**config.mk**
```make
export PLATFORM = sky130hd
export DESIGN_NAME = stream_push2
export DESIGN_NICKNAME = d
export VERILOG_FILES = /design/src/rtl/stream_push2.sv
export SDC_FILE = /design/constraint.sdc
export NUM_CORES = 1
export LEC_CHECK = 0
export CAP_MARGIN = 20
export CORE_MARGIN = 4
export CORE_UTILIZATION = 41
export DETAILED_ROUTE_END_ITERATION = 10
export PLACE_DENSITY = 0.88
export SETUP_SLACK_MARGIN = 0.02
export SLEW_MARGIN = 40
export SYNTH_ARGS = -nofsm -noshare
export SYNTH_HDL_FRONTEND = slang
export SYNTH_SLANG_ARGS = --single-unit
export TNS_END_PERCENT = 50
```
**constraint.sdc**
```tcl
create_clock -name clk -period 1.83 [get_ports clk]
set_input_delay 0.183 -clock clk [delete_from_list [all_inputs] [get_ports clk]]
set_output_delay 0.183 -clock clk [all_outputs]
set_load 0.02 [all_outputs]
```
**src/rtl/stream_push2.sv**
```systemverilog
// rtl/stream_push2.sv - emits two latched operands, then forwards an upstream stream
//
// Ports:
//   clk, nrst                 clock (rising edge), asynchronous active-low reset
//   in_valid / in_ready       operand handshake; dIn0, dIn1 are the two head elements
//   sIn, sIn_valid, sIn_last  upstream stream, consumed via sIn_ready
//   sOut, sOut_valid,         output stream: dIn0, dIn1, then every upstream element
//   sOut_last, sOut_ready
//   out_valid                 registered one-cycle pulse after the final beat transfers
//
// Optional feature macro: STREAM_PUSH2_SKID_EN
//   undefined: PASS forwards sIn to sOut combinationally (zero latency)
//   defined:   all outputs registered, two-entry skid buffer in PASS (one cycle latency)

module stream_push2 #(
    parameter int N = 8
) (
    input  logic         clk,
    input  logic         nrst,
    input  logic         in_valid,
    output logic         in_ready,
    input  logic [N-1:0] dIn0,
    input  logic [N-1:0] dIn1,
    input  logic [N-1:0] sIn,
    input  logic         sIn_valid,
    input  logic         sIn_last,
    output logic         sIn_ready,
    output logic [N-1:0] sOut,
    output logic         sOut_valid,
    output logic         sOut_last,
    input  logic         sOut_ready,
    output logic         out_valid
);

    localparam logic [1:0] S_IDLE  = 2'd0;
    localparam logic [1:0] S_HEAD0 = 2'd1;
    localparam logic [1:0] S_HEAD1 = 2'd2;
    localparam logic [1:0] S_PASS  = 2'd3;

    logic [1:0]   state_q, state_d;
    logic [N-1:0] r1_q;
    logic         out_valid_q, out_valid_d;

    assign out_valid = out_valid_q;

`ifdef STREAM_PUSH2_SKID_EN
    // Output register (so_*) plus one skid entry (sk_*). The output register also
    // carries the first head, so it plays the role of r0 in this build.
    logic [N-1:0] so_data_q, so_data_d, sk_data_q, sk_data_d;
    logic         so_valid_q, so_valid_d, so_last_q, so_last_d;
    logic         sk_valid_q, sk_valid_d, sk_last_q, sk_last_d;
    logic         seen_q, seen_d;   // last upstream beat already accepted
    logic         out_xfer, in_xfer;

    always_comb begin
        state_d     = state_q;
        out_valid_d = 1'b0;
        so_data_d   = so_data_q;
        so_valid_d  = so_valid_q;
        so_last_d   = so_last_q;
        sk_data_d   = sk_data_q;
        sk_valid_d  = sk_valid_q;
        sk_last_d   = sk_last_q;
        seen_d      = seen_q;
        in_ready    = (state_q == S_IDLE);
        // Occupancy only: never looks at sOut_ready. Stops after the last beat so
        // the next stream's data stays upstream.
        sIn_ready   = (state_q == S_PASS) && !sk_valid_q && !seen_q;
        out_xfer    = so_valid_q && sOut_ready;
        in_xfer     = sIn_valid && sIn_ready;
        case (state_q)
            S_IDLE: begin
                if (in_valid) begin
                    state_d    = S_HEAD0;
                    so_data_d  = dIn0;
                    so_valid_d = 1'b1;
                    so_last_d  = 1'b0;
                    seen_d     = 1'b0;
                end
            end
            S_HEAD0: begin
                if (out_xfer) begin
                    state_d   = S_HEAD1;
                    so_data_d = r1_q;
                end
            end
            S_HEAD1: begin
                if (out_xfer) begin
                    state_d    = S_PASS;
                    so_valid_d = 1'b0;
                end
            end
            default: begin
                if (in_xfer && sIn_last) begin
                    seen_d = 1'b1;
                end
                if (!so_valid_q || out_xfer) begin
                    if (sk_valid_q) begin
                        so_data_d  = sk_data_q;
                        so_last_d  = sk_last_q;
                        so_valid_d = 1'b1;
                        sk_valid_d = 1'b0;
                    end else if (in_xfer) begin
                        so_data_d  = sIn;
                        so_last_d  = sIn_last;
                        so_valid_d = 1'b1;
                    end else begin
                        so_valid_d = 1'b0;
                    end
                end else if (in_xfer) begin
                    sk_data_d  = sIn;
                    sk_last_d  = sIn_last;
                    sk_valid_d = 1'b1;
                end
                // The final beat can only be in the output register with the skid
                // entry already drained, so the buffer is empty on exit.
                if (out_xfer && so_last_q) begin
                    state_d     = S_IDLE;
                    out_valid_d = 1'b1;
                end
            end
        endcase
    end

    assign sOut       = so_data_q;
    assign sOut_valid = so_valid_q;
    assign sOut_last  = so_last_q;

    always_ff @(posedge clk or negedge nrst) begin
        if (!nrst) begin
            state_q     <= S_IDLE;
            r1_q        <= '0;
            out_valid_q <= 1'b0;
            so_data_q   <= '0;
            so_valid_q  <= 1'b0;
            so_last_q   <= 1'b0;
            sk_data_q   <= '0;
            sk_valid_q  <= 1'b0;
            sk_last_q   <= 1'b0;
            seen_q      <= 1'b0;
        end else begin
            state_q     <= state_d;
            out_valid_q <= out_valid_d;
            so_data_q   <= so_data_d;
            so_valid_q  <= so_valid_d;
            so_last_q   <= so_last_d;
            sk_data_q   <= sk_data_d;
            sk_valid_q  <= sk_valid_d;
            sk_last_q   <= sk_last_d;
            seen_q      <= seen_d;
            if (in_valid && in_ready) begin
                r1_q <= dIn1;
            end
        end
    end
`else
    logic [N-1:0] r0_q;

    always_comb begin
        state_d     = state_q;
        out_valid_d = 1'b0;
        in_ready    = 1'b0;
        sIn_ready   = 1'b0;
        sOut        = '0;
        sOut_valid  = 1'b0;
        sOut_last   = 1'b0;
        case (state_q)
            S_IDLE: begin
                in_ready = 1'b1;
                if (in_valid) begin
                    state_d = S_HEAD0;
                end
            end
            S_HEAD0: begin
                sOut       = r0_q;
                sOut_valid = 1'b1;
                if (sOut_ready) begin
                    state_d = S_HEAD1;
                end
            end
            S_HEAD1: begin
                sOut       = r1_q;
                sOut_valid = 1'b1;
                if (sOut_ready) begin
                    state_d = S_PASS;
                end
            end
            default: begin
                sOut       = sIn;
                sOut_valid = sIn_valid;
                sOut_last  = sIn_last;
                sIn_ready  = sOut_ready;
                if (sIn_valid && sOut_ready && sIn_last) begin
                    state_d     = S_IDLE;
                    out_valid_d = 1'b1;
                end
            end
        endcase
    end

    always_ff @(posedge clk or negedge nrst) begin
        if (!nrst) begin
            state_q     <= S_IDLE;
            r0_q        <= '0;
            r1_q        <= '0;
            out_valid_q <= 1'b0;
        end else begin
            state_q     <= state_d;
            out_valid_q <= out_valid_d;
            if (in_valid && in_ready) begin
                r0_q <= dIn0;
                r1_q <= dIn1;
            end
        end
    end
`endif

endmodule
```
After elaboration in Yosys (flattened, before gate mapping). Index checks and enable logic that the tools add are counted.

Bits in registers: 19. Output and inout port bits: 13. Bits of input ports: 30. Logic and storage cells: 29.

Mux-type cells: 12. Eq/ne operators: 5. Reductions and logical operators: 8.

Operator list (count): $pmux W8 S3 (1); $mux W2 (4); $ne A2 B2 Y1 const B (3); $pmux W2 S3 (1); $mux W1 (5); $reduce_and A4 Y1 (1); $reduce_bool A4 Y1 (1); $logic_and A1 B1 Y1 (3); $reduce_or A3 Y1 (1); $eq A2 B1 Y1 const B (1); $eq A2 B2 Y1 const B (1); $logic_not A2 Y1 (1); $pmux W1 S2 (1); $reduce_or A2 Y1 (1).

Longest topological paths before layout.
Depth after elaboration: 4. Mapped depth: 6. Gate-level depth less buffers: 5.

Worst setup path before layout. Ideal clock, no wire load.

Path type: register to register. Start point: reg state_q[0]. End point: reg state_q[1]. Library setup time: 0.128 ns. Clock period less this slack: 1.680 ns. Setup slack: 0.150 ns. Path buffers: 0. Required time: 1.702 ns. Cell stages (with the launch flop): 6. Arrival: 1.553 ns. Cells stage by stage: dfrtp_1 -> inv_1 -> ha_1 -> nor3_2 -> a221oi_2 -> mux2_1.

Cells in the longest elaborated chain, start to end: 3. Elaborated cells on any way between the ends: 9. Those cells by class: 5 x eq/ne; 1 x mux; 3 x reduce/logical.

RTL lines: start, declared (RTL line 40) `logic [1:0] state_q, state_d;`; start signal, assigned (RTL line 208) `state_q <= state_d;`; $eq A2 B2 Y1, or another cell as far along (RTL line 167) `case (state_q)`; $reduce_bool A4 Y1 (no line) / $ne A2 B2 Y1 (equally long branches); $reduce_and A4 Y1 (no line).

Several ways; a longest one is shown, not always the timed one. A chain may end at the register's enable or synchronous reset.

Worst setup path after layout.
Start point: reg state_q[0]. End point: out sOut_last.

Cells in the longest elaborated chain, start to end: 3. Elaborated cells on any way between the ends: 5. Those cells by class: 2 x eq/ne; 1 x mux; 2 x reduce/logical.

RTL lines: $eq A2 B2 Y1, or another cell as far along (RTL line 167); $reduce_or A3 Y1 (no line) (*); $mux W1 (*) (RTL line 167); end, declared (RTL line 30) `output logic sOut_last,`.

Mark *: on every way between the ends. The rest lies on a longest branch, timed or not.

==> flow_summary.ini <==
[timing]
holdWs_ps = 205
fin_skew_ps = 8.25
slew_headroom = 0.737
tightest_slew_ps = 393
period_minus_slack_ps = 1750
setup_viol = 0
rsz0062_at_grt = yes
drv_slew = 0
fmax_ghz = 0.573
fin_crit_sh = 0.954
hold_violations = 0
finalWorstSetupSlack_ps = 84.7

[placement]
dp.cells = 157
globalplace.congestion = 0.830
port_buffers = 42
preCtsSetupSlack_ps = -196
dpl.hpwl_um = 1810

[power_and_ir_drop]
cellPowerDensity_mw_per_mm2 = 1650
power.leakage_nw = 0.667
ir_drop_uv = 951

[clocking]
clockBufferDepth = 2
cts_made_buffers = 3
cts_tree = yes
hold_buffers = 0
htreeDepth = 1
clk_transition_reported_paths_ps = 110
clock_sinks = 19
insertion_delay_ps = 290
cts_root_buf = clkbuf_4

[layout]
nets = 170
final_cell_mix = 30 x clkdlybuf4s50_1, 18 x dfrtp_1, 11 x mux2_1
drive_gt1_frac = 0.276
fill_cells = 194
layout.cells.most_common = clkdlybuf4s50_1
n_antenna_cell = 0
instances_no_fill = 162
syn_to_final_growth_pct = 52.0

[critical_path]
critPathMaxStageDelay_ps = 460
path_max_fanout = 4
crit_path_cell_trace = buf_4 > ha_1 > and2_1 > dlygate4sd2_1
cp_top_family = flip-flops
cp.required_ps = 1650
end_kind = primary output
ff2ff_setup_slack_ps = 130
cp.buffers_inverters = 2
critPathLaunchType = flop
worstReg2RegEnd = state_q[1]
cp.arrival_ps = 1560
cpMaxStageDelayCell = dfrtp_2
rr_worst_depth = 6
worstSetupPathType = reg2out
r2r-start = state_q[0]

[floorplanning]
core_mm2 = 0.00225
rows = 17
die_h_um = 57.2
die_w_um = 57.2
die_area_mm2 = 0.00327
initial_utilization = 0.440
pin_count = 43

[min_path]
hold_class = in2async

[synthesis]
ys_seq_area_frac = 0.479
yosysUniqueCellTypes = 23
synthesis.area_um2 = 992
ys_seq_elements = 19
syn_area_per_cell_um2 = 11.8
synthCells = 84
synthFlopType = dfrtp_1
synth_warnings = 0
synth_edf_count = 0
synth_fp_nets = 119
postSynth.asyncResetShare = 1.00

[global_routing]
grt_pass1_wl_um = 4060
grt_pass1_vias = 916
grt-ovfl-total = 0
grt_max_degree = 20
use_met2 = 0.282
gr-max-usage-layer = met2
track_usage = 0.157
grt_antenna_before_repair = 0
grt_util_met1 = 0.188
grt_use_met3 = 0.0385

[drt]
dr.first_iter.drc_count = 7
drt-total-wl_um = 2380
viasPerCell = 5.16
firstDrtPassIters = 4
ant_nets = 0
drc = 0
wire_per_inst_um = 14.7
num_vias = 836

[status]
status = completed

[job]
maxCapViolCount = 0
[state kept, by name, indices dropped and copies added, names as in the netlist]
signal and count:
r1_q 8, state_q 2, out_valid 1, r0_q 8
[cell usage after synthesis (2+ instances only)]
cell type  number  area share
a22oi_1         8       0.061
and2_1          2       0.013
clkbuf_1        2      0.0076
dfrtp_1        19        0.48
ha_1            5       0.063
inv_1           3       0.011
mux2_1         11        0.12
mux2_2          6       0.068
nand2_1         8       0.030
o21ai_0         7       0.035
[logic make-up after synthesis]
logic type | share of synthesized area
mux | 0.203
buf+inv | 0.0429
simple gates | 0.0706
flops | 0.479
fa+ha+maj | 0.0631
compound gates | 0.141
[metrics by stage]
| stage | util | area, um^2 | power (mW) | setup TNS [ps] |
|---|---|---|---|---|
| 2_1_floorplan | - | 992 | 1.65 | 0 |
| 3_3_place_gp | 0.655 | 1480 | 2.28 | -1300 |
| 3_5_place_dp | 0.655 | 1480 | 2.33 | -1610 |
| 4_1_cts | 0.686 | 1550 | 2.56 | -40.5 |
| 5_1_grt | 0.669 | 1510 | 2.67 | 0 |
| 6_report | 0.669 | 1510 | 2.48 | 0 |
[worst register-to-register path: cells and delay by family, from the launching register on]
family,cells,cell delay (ps)
DFF,1,460
AOI/OAI and AO/OA,1,270
muxes,1,350
buffers and inverters,2,200
and+or+nand+nor,1,60
adders and majority gates,1,230
[how the worst max path moves through the flow]
stage                from  cells past startpoint  slack (ps)          to
3_5_place_dp   state_q[0]                      5        -200     sOut[5]
6_report       state_q[0]                      4          80   sOut_last
2_1_floorplan  state_q[0]                      5         150  state_q[1]
4_1_cts        state_q[0]                      5         -40     sOut[5]
3_3_place_gp   state_q[0]                      5        -170     sOut[1]
5_1_grt        state_q[0]                      5          10     sOut[5]
[where the power goes]
group	total (mW)	switching (mW)	internal [mW]	leakage, nW
logic	1.51	0.772	0.738	0.427
clock network	0.211	0.126	0.0847	0.0150
registers	0.762	0.131	0.631	0.225
total	2.48	1.03	1.45	0.667
[final cells by class]
class                   instances  area, um^2  area share
multi-input cells              57         519       0.344
flip-flops and latches         19         477       0.316
repair buffers                 51         439       0.291
well taps                      28        35.0      0.0232
clock buffers                   4        26.3      0.0174
inverters                       3        11.3     0.00747
[per-layer routing]
layer  part of all wire  routed length, um  vias up
li1                   -                  -      399
met1               0.40                963      400
met2               0.52               1230       35
met3              0.074                177        2
met4             0.0050                 12        0
met5                  0                  0        -
[what timing repair did]
item	CTS	global route
hold endpoints to repair	0	0
buffers inserted	1	0
resized for setup	42	12
endpoints found under the setup margin	14	24
gates cloned	0	0
Note: power is estimated with default switching activity, not from simulation.
==> variant: new RTL, same settings <==
Set the parameter `N` to 10 (it was 8).
--- a/src/rtl/stream_push2.sv
+++ b/src/rtl/stream_push2.sv
@@ -13,7 +13,7 @@
 //   defined:   all outputs registered, two-entry skid buffer in PASS (one cycle latency)
 
 module stream_push2 #(
-    parameter int N = 8
+    parameter int N = 10
 ) (
     input  logic         clk,
     input  logic         nrst,
Interface: changed (resized dIn0, dIn1, sIn and sOut); port bits go from 43 to 51. The function was not compared with the original's and may differ.
==> variant against the unedited design <==
- routed wire length increased by 39%
- clock skew grew 0.0011 ns
- highest routed layer unchanged
- total power rose by 38%
- critical endpoint is now sOut[0]
- setup slack lost 0.035 ns
- via count grew 19%
- sequential cell count grew 4
- cell area increased by 28%
- fmax is 2.0% lower
- sequential share of layout area down 1.7 points
- register-to-register slack worse by 0.08 ns
- critical path depth grew 1
- area after synthesis increased by 21%
- sequential power rose by 26%
- critical path type unchanged
==> variant: results (changes against the unedited design) <==
Place
  – Final HPWL DP: 2435 um (+35%)
  – Port bufs: 50 (+19%)
  – Placed instance area: 0.001819 mm^2 (+23%)
  – Final RePlAce weighted congestion: 0.8438 (+1.7%)

Finish
  – Layout cells sized above 1: 43.83% (+16 points)
  – Nets: 204 (+20%)
  – Largest registers: r0_q x10, r1_q x10, state_q x2
  – Fill count: 189 (-2.6%)

Global routing
  – First-pass GRT wire length: 5147 um (+27%)
  – Vias in the first global route: 1,082 (+18%)
  – GRT Overall Usage: 16.46% (+0.72 points)

Critical path
  – CP max FO: 20 (+16)
  – Slowest stage cell, crit path: dfrtp_1
  – Critical path's largest stage delay: 0.42 ns (-0.04 ns)
  – Crit path max-delay family: buffers and inverters

Power and ir drop
  – Leakage power: 0.8068 nW (+21%)
  – VDD IR-drop max: 1.073 mV (+13%)

Route
  – Post-DR vias/cell: 5.155 (about the same)
  – Remaining antenna violation count after routing: 0 (unchanged)
  – 1st-iter DRT viols: 23 (+16)
  – Routed Wire Length: 3298 um (+39%)
  – First-pass DRT Iterations: 3 (-1)

Logic synthesis
  – Commonest cells post-synth: dfrtp_1, mux2_2, nand2_1, a22oi_1, o21ai_0
  – Asr flop ratio synth: 100.0% (unchanged)
  – Synth Flop Type: dfrtp_1
  – Synth unique cells: 21 (-8.7%)
  – Syn Nets: 143 (+20%)
  – Synth area leaders: dfrtp_1, mux2_2, a22oi_1
  – Register area share after synthesis: 47.77% (-0.15 points)

Clock network
  – CTS buffer count: 3 (unchanged)
  – Worst-skew pair later-pin latency: 0.32 ns (+0.03 ns)
  – CTS HTree Levels: 1 (unchanged)
  – Reg clk slew, reported paths: 0.13 ns (+0.02 ns)
  – Setup Buffers After CTS: 0 (-1)

Worst hold path
  – Hold Crit Class: primary input to async pin

STA
  – Worst Skew: 0.009393 ns (+0.001147 ns)
  – Worst slew margin: 80.76% (+7.1 points)

Outcome
  – Status: finished, final reports clean
[variant: cell types whose count changed in the layout (fill, tap and decap cells not counted), sizes merged, moves of 2 or more]
cell,delta
buf,+7
dfrtp,+4
o21ai,+2
dlygate4sd2,-2
clkdlybuf4s50,+6
mux2,+5
a22oi,+2
nand2,+2
[variant: per-layer routing]
metal | global-route usage (%) | up-vias | part of all wire (%)
met5 | 0 | - | 0
met4 | 2.439 | 0 | 0.55
met3 | 5.045 | 2 | 4.0
met2 | 30.18 | 22 | 58
met1 | 18.86 | 482 | 38
li1 | - | 489 | -
[variant: worst reg2reg max path, cell delays in order (launching register included)]
cell	delay, ns
dfrtp_2	0.48
ha_4	0.24
buf_4	0.16
or2_4	0.23
o311ai_4	0.25
mux2_4	0.33
[variant: kinds of logic (layout without fill, tap and decap cells)]
family	after synthesis	in the layout	share of synthesized area, %
AO/OA/AOI/OAI	24	24	14.33
multiplexers	23	23	21.39
flip-flops	23	23	47.77
AND/OR/NAND/NOR	19	19	8.412
buffers and inverters	8	68	2.908
adder cells (fa/ha/maj)	5	5	5.192
[variant: path summary, 6_finish.rpt]
kind                             from    endpoint  slack [ns]  depth (start not counted)
hold / removal                   nrst     r0_q[2]        0.21                          2
setup reg to reg           state_q[1]  state_q[1]        0.05                          5
hold reg to reg               r0_q[1]     r0_q[1]        0.53                          1
max in group asynchronous        nrst  state_q[1]        1.39                          2
setup / recovery           state_q[0]     sOut[0]        0.05                          5
min in group clk              dIn0[8]     r0_q[8]        0.47                          2
[variant: cell type report]
type / count / area [um^2] / share of cell area, %
Multi-Input combinational cell: 71 / 690.7 / 35.87
Timing Repair Buffer: 62 / 581.8 / 30.21
Sequential cell: 23 / 576.8 / 29.95
Tap cell: 31 / 38.79 / 2.014
Clock buffer: 3 / 22.52 / 1.170
Clock inverter: 1 / 7.507 / 0.3899
Inverter: 2 / 7.507 / 0.3899
[variant: report_power, final]
part	leakage [nW]	switching [mW]	internal, mW	total (mW)
Sequential	0.273	0.197	0.765	0.962
Combinational	0.520	1.05	1.17	2.22
Clock	0.0139	0.158	0.0834	0.241
Total	0.807	1.40	2.02	3.42
[variant: metrics by stage]
step / total power, mW / TNS (ns) / hold slack [ns] / instances / setup slack, ns
floorplan: 2.019 / 0 / -0.1126 / 102 / 0.1015
global placement: 2.820 / -1.230 / 0.4883 / 189 / -0.1415
detailed placement: 2.905 / -1.617 / 0.4953 / 189 / -0.2043
CTS: 3.080 / 0 / 0.2146 / 193 / 0.005320
global route: 3.648 / -0.06124 / 0.2189 / 193 / -0.02566
finish: 3.420 / 0 / 0.2058 / 193 / 0.04959
[variant: repair_timing]
action                                  CTS  global route
endpoints found under the setup margin   15            14
pin swaps                                 0             5
resized for setup                        72            33
